### config.mk
export PLATFORM = sky130hd
export DESIGN_NAME = store_merge_unit
export DESIGN_NICKNAME = d
export VERILOG_FILES = /design/src/rtl/store_merge_unit.sv
export SDC_FILE = /design/constraint.sdc
export NUM_CORES = 1
export LEC_CHECK = 0
export ABC_AREA = 1
export ABC_CLOCK_PERIOD_IN_PS = 1800
export BUFFER_PORTS_ARGS = -buffer_cell sky130_fd_sc_hd__buf_4
export CAP_MARGIN = 20
export CORE_MARGIN = 5
export CORE_UTILIZATION = 46
export DETAILED_ROUTE_END_ITERATION = 6
export PLACE_DENSITY = 0.84
export SLEW_MARGIN = 15
export SYNTH_ARGS = -nofsm -noshare
export SYNTH_HDL_FRONTEND = slang
export SYNTH_SLANG_ARGS = --single-unit
### constraint.sdc
create_clock -name Clk -period 1.8 [get_ports Clk]
set_input_delay 0.27 -clock Clk [delete_from_list [all_inputs] [get_ports Clk]]
set_output_delay 0.27 -clock Clk [all_outputs]
set_load 0.01 [all_outputs]
### src/rtl/store_merge_unit.sv
// store_merge_unit: SB/SH/SW store path for word-organised data memory.
// Sub-word stores read the word, merge the selected lanes and write it back.
// Word stores skip the read. Misaligned or reserved-size requests complete
// with Error and never touch memory.
module store_merge_unit #(
  parameter int unsigned ADDR_WIDTH = 32
) (
  input  logic                  Clk,
  input  logic                  Reset_n,
  input  logic                  Start,
  input  logic [ADDR_WIDTH-1:0] Addr,
  input  logic [31:0]           Data,
  input  logic [1:0]            Size,
  output logic                  Busy,
  output logic                  Done,
  output logic                  Error,
  output logic                  MemReq,
  output logic                  MemWe,
  output logic [ADDR_WIDTH-3:0] MemAddr,
  output logic [31:0]           MemWData,
  input  logic [31:0]           MemRData,
  input  logic                  MemAck
);

  localparam int unsigned DATA_WIDTH = 32;
  localparam int unsigned HALF_WIDTH = 16;

  localparam logic [1:0] SIZE_WORD = 2'b10;
  localparam logic [1:0] SIZE_HALF = 2'b01;
  localparam logic [1:0] SIZE_RSVD = 2'b11;

  typedef enum logic [1:0] {
    IDLE = 2'd0,
    RD   = 2'd1,
    WR   = 2'd2,
    FIN  = 2'd3
  } state_t;

  state_t                  state;
  logic [1:0]              offset_q;
  logic [HALF_WIDTH-1:0]   data_q;
  logic                    half_q;
  logic [DATA_WIDTH-1:0]   merged_c;
  logic                    bad_req_c;
  logic                    ack_c;

  // Reserved size, odd halfword or non-word-aligned word is rejected up front.
  always_comb begin
    bad_req_c = (Size == SIZE_RSVD) ||
                ((Size == SIZE_HALF) && Addr[0]) ||
                ((Size == SIZE_WORD) && (Addr[1:0] != 2'b00));
  end

  // Ack only counts while a request is actually outstanding.
  always_comb begin
    ack_c = MemReq && MemAck;
  end

  // Little-endian lane merge of the latched store data into the read word.
  always_comb begin
    merged_c = MemRData;
    if (half_q) begin
      if (offset_q[1]) begin
        merged_c[31:16] = data_q;
      end else begin
        merged_c[15:0] = data_q;
      end
    end else begin
      merged_c[{offset_q, 3'b000} +: 8] = data_q[7:0];
    end
  end

  // Transaction FSM with registered handshake and status outputs.
  always_ff @(posedge Clk) begin
    if (!Reset_n) begin
      state    <= IDLE;
      Busy     <= 1'b0;
      Done     <= 1'b0;
      Error    <= 1'b0;
      MemReq   <= 1'b0;
      MemWe    <= 1'b0;
      MemAddr  <= '0;
      MemWData <= '0;
      offset_q <= 2'b00;
      data_q   <= '0;
      half_q   <= 1'b0;
    end else begin
      Done  <= 1'b0;
      Error <= 1'b0;
      case (state)
        IDLE: begin
          if (Start) begin
            MemAddr  <= Addr[ADDR_WIDTH-1:2];
            offset_q <= Addr[1:0];
            data_q   <= Data[HALF_WIDTH-1:0];
            half_q   <= Size[0];
            Busy     <= 1'b1;
            if (bad_req_c) begin
              state <= FIN;
              Done  <= 1'b1;
              Error <= 1'b1;
            end else if (Size == SIZE_WORD) begin
              state    <= WR;
              MemReq   <= 1'b1;
              MemWe    <= 1'b1;
              MemWData <= Data;
            end else begin
              state  <= RD;
              MemReq <= 1'b1;
              MemWe  <= 1'b0;
            end
          end
        end
        RD: begin
          if (ack_c) begin
            state    <= WR;
            MemWe    <= 1'b1;
            MemWData <= merged_c;
          end
        end
        WR: begin
          if (ack_c) begin
            state  <= FIN;
            MemReq <= 1'b0;
            MemWe  <= 1'b0;
            Done   <= 1'b1;
          end
        end
        FIN: begin
          state <= IDLE;
          Busy  <= 1'b0;
        end
        default: begin
          state  <= IDLE;
          Busy   <= 1'b0;
          MemReq <= 1'b0;
          MemWe  <= 1'b0;
        end
      endcase
    end
  end

endmodule

==> key figures <==
Run status
  • Status: complete, no violations

CTS
  • Post-cts resize count: 0
  • CTS tree: built
  • H-tree levels: 3
  • CTS max path bufs: 2
  • Post-CTS setup buffer count: 0
  • Clock slew at reported path FFs: 0.09 ns
  • Clock latency on the worst-skew pair: 0.36 ns
  • Cts hold-fix bufs: 0
  • CTS Buf Count: 9
  • Root Driver: clkbuf_8
  • Clk sink count: 88

STA
  • Final Setup Violations: 0
  • Worst-Margin Slew: 0.450 ns
  • Setup ws final: 0.107 ns
  • Final Hold Vio Count: 0
  • FMAX: 0.591 GHz
  • Slew headroom: 70.0%
  • Setup TNS: 0 ns
  • Min Tclk post-route: 1.69 ns
  • Slew Limit Fails: 0
  • Tcrit/Tclk final: 94.0%
  • Worst Clk Skew: 0.0102 ns

Layout
  • Final core utilization: 63.2%
  • Final Instance Area: 6530 um2
  • Area Overhead vs Synth: 34.1%
  • N_diodes: 0
  • Final nets: 1,054
  • Layout cells sized above 1: 25.9%

Placed design
  • Placer congestion estimate: 0.935
  • PortBufs: 168
  • Post-DP HPWL: 11,800 um
  • Pre-CTS WS: 0.0642 ns
  • Placed inst area: 6300 um2

Route
  • Routed wire length: 15,900 um
  • Vias per inst: 5.20
  • DR DRC count: 0
  • DR iter-0 viols: 383
  • Via count: 5,637
  • WL per Instance: 14.7 um
  • Final ANT Viol Nets: 0
  • Drt pass-1 iters: 5

GRT
  • Total grt overflow: 0
  • Initial antenna violation count: 0
  • Vias in the first global route: 5,155
  • First-pass GRT wire length: 25,700 um
  • Pin count of the biggest net entering global routing: 46
  • GRT Overall Usage: 24.6%

Worst setup path
  • Critical Path RT: 2.09 ns
  • Worst setup EP type: register
  • CP Launch Type: register
  • R2R cell count: 9
  • Worst r2r src: offset_q[0]
  • Critical-path maximum fanout: 8
  • Reg2reg setup slack: 0.11 ns
  • Worst Setup Path Type: reg2reg
  • Arrival time at the worst endpoint: 1.98 ns
  • Reg-to-Reg End: MemWData[6]

Floorplan
  • Die X: 113 um
  • IO Pins: 169
  • Number of placement rows: 37
  • Core area: 10,300 um2
  • Die area: 12,700 um2
  • Die height: 113 um
  • Initial Utilization: 47.1%

Hold path
  • Hold_sp: Addr[21]
  • Worst Hold Class: in2reg
  • Hold EP: MemAddr[19]
  • Hold Path Cell Cnt: 3

Synthesis
  • Syn Area/Cell: 6.17 um2
  • Post-synthesis instance total: 788
  • Mapped Nets: 900
  • Post-synth top area share: 36.2%
  • Top cell type by total area after synthesis: dfxtp_1
  • #FFs+latches synth: 88
  • Yosys cell types: 19
  • Ranking of synthesized cells by area: dfxtp_1 36%, nand2_1 18%, o21ai_0 11%
  • Yosys Warn Count: 0
  • Seq/Total Area, Yosys: 36.2%
  • Cell area after synthesis: 4860 um2

Power
  • Pleak: 3.02 nW
  • NetSw: 3.49 mW
  • Internal Power: 4.54 mW
  • Sw Share: 43.4%
  • Sequential share of power: 33.1%
  • Pwr/cell area: 1230 nW/um2
  • Maximum VDD drop: 0.755 mV
  • Clock group share of total power: 16.6%
  • Gate power share: 50.3%
  • Overall Power: 8.02 mW

Flow run
  • Max-Cap Viols: 0
-- registers in the layout, indices dropped and copies added (netlist names) --
signal / cells
Busy: 1
Done: 1
Error: 1
MemAddr: 30
MemReq: 1
MemWData: 32
MemWe: 1
data_q: 16
half_q: 1
offset_q: 2
state: 2
-- area by class of cell --
| type | count | area (um2) |
|---|---|---|
| repair buffers | 190 | 1480 |
| flip-flops and latches | 88 | 1760 |
| inverters | 44 | 166 |
| clock inverters | 3 | 25.0 |
| well taps | 136 | 170 |
| clock buffers | 13 | 159 |
| multi-input cells | 609 | 2760 |
| fillers | 973 | 3800 |
-- per-stage QoR --
stage / std cells / hold slack, ns
finish: 1083 / 0.151
floorplan: 788 / 0.437
detailed placement: 1067 / 0.458
CTS: 1083 / 0.144
global placement: 1067 / 0.455
global route: 1083 / 0.137
-- power groups by stage --
stage / clock network (mW) / logic [mW] / registers, mW
finish: 1.33 / 4.04 / 2.65
global route: 1.44 / 4.51 / 2.70
CTS: 1.34 / 3.94 / 2.65
detailed placement: 0 / 3.93 / 2.69
global placement: 0 / 3.88 / 2.68
floorplan: 0 / 2.39 / 2.78
-- worst max-delay path by stage --
stage | from | endpoint | slack, ns
detailed placement | state[1] | MemWData[8] | 0.06
finish | offset_q[0] | MemWData[6] | 0.11
global route | offset_q[1] | MemWData[6] | -0.02
CTS | offset_q[0] | MemWData[31] | 0.04
floorplan | offset_q[0] | MemWData[4] | 0.04
global placement | offset_q[1] | MemWData[31] | 0.07
-- per-layer routing --
layer	wire length (um)	up-vias	part of all wire (%)	track usage (%)
li1	-	2809	-	-
met4	464	0	2.9	8.01
met3	1780	42	11	8.24
met1	6360	2492	40	30.9
met2	7340	294	46	39.9
met5	0	-	0	0
-- worst max-delay path, stage by stage, from the launching register on --
cell,delay (ns)
dfxtp_1,0.34
inv_1,0.06
ha_1,0.34
inv_1,0.16
nand3_2,0.17
o21ai_0,0.20
nand2_1,0.07
nand2_1,0.09
nand2_1,0.07
a21oi_1,0.12
-- cells in the final DEF (no fill, tap or decap), drive strengths merged, types with 2 or more instances in the layout --
cell type	Yosys	final
a21oi	82	82
buf	23	190
clkbuf	24	13
clkinv	3	4
dfxtp	88	88
ha	10	10
inv	41	42
nand2	238	238
nand3	19	19
nand4	2	2
nor2	152	152
o21ai	106	106
-- synthesized netlist by cell type --
| cell type | n |
|---|---|
| a21oi_1 | 81 |
| a21oi_2 | 1 |
| buf_1 | 6 |
| buf_2 | 14 |
| buf_6 | 3 |
| clkbuf_1 | 24 |
| clkinv_1 | 3 |
| dfxtp_1 | 88 |
| ha_1 | 10 |
| inv_1 | 41 |
| nand2_1 | 236 |
| nand2_2 | 1 |
| nand2_4 | 1 |
| nand3_1 | 19 |
| nand4_1 | 2 |
| nor2_1 | 124 |
| nor2_2 | 28 |
| o21ai_0 | 104 |
| o21ai_1 | 2 |
-- logic make-up (layout without fill, tap and decap cells) --
kind of cell,Yosys count,after routing,synth area share [%]
adder cells (fa/ha/maj),10,10,2.57
AO/OA/AOI/OAI,188,188,19.4
buffers and inverters,91,250,7.84
flip-flops,88,88,36.2
AND/OR/NAND/NOR,411,411,34.0
Power figures use the tool's default switching activity.
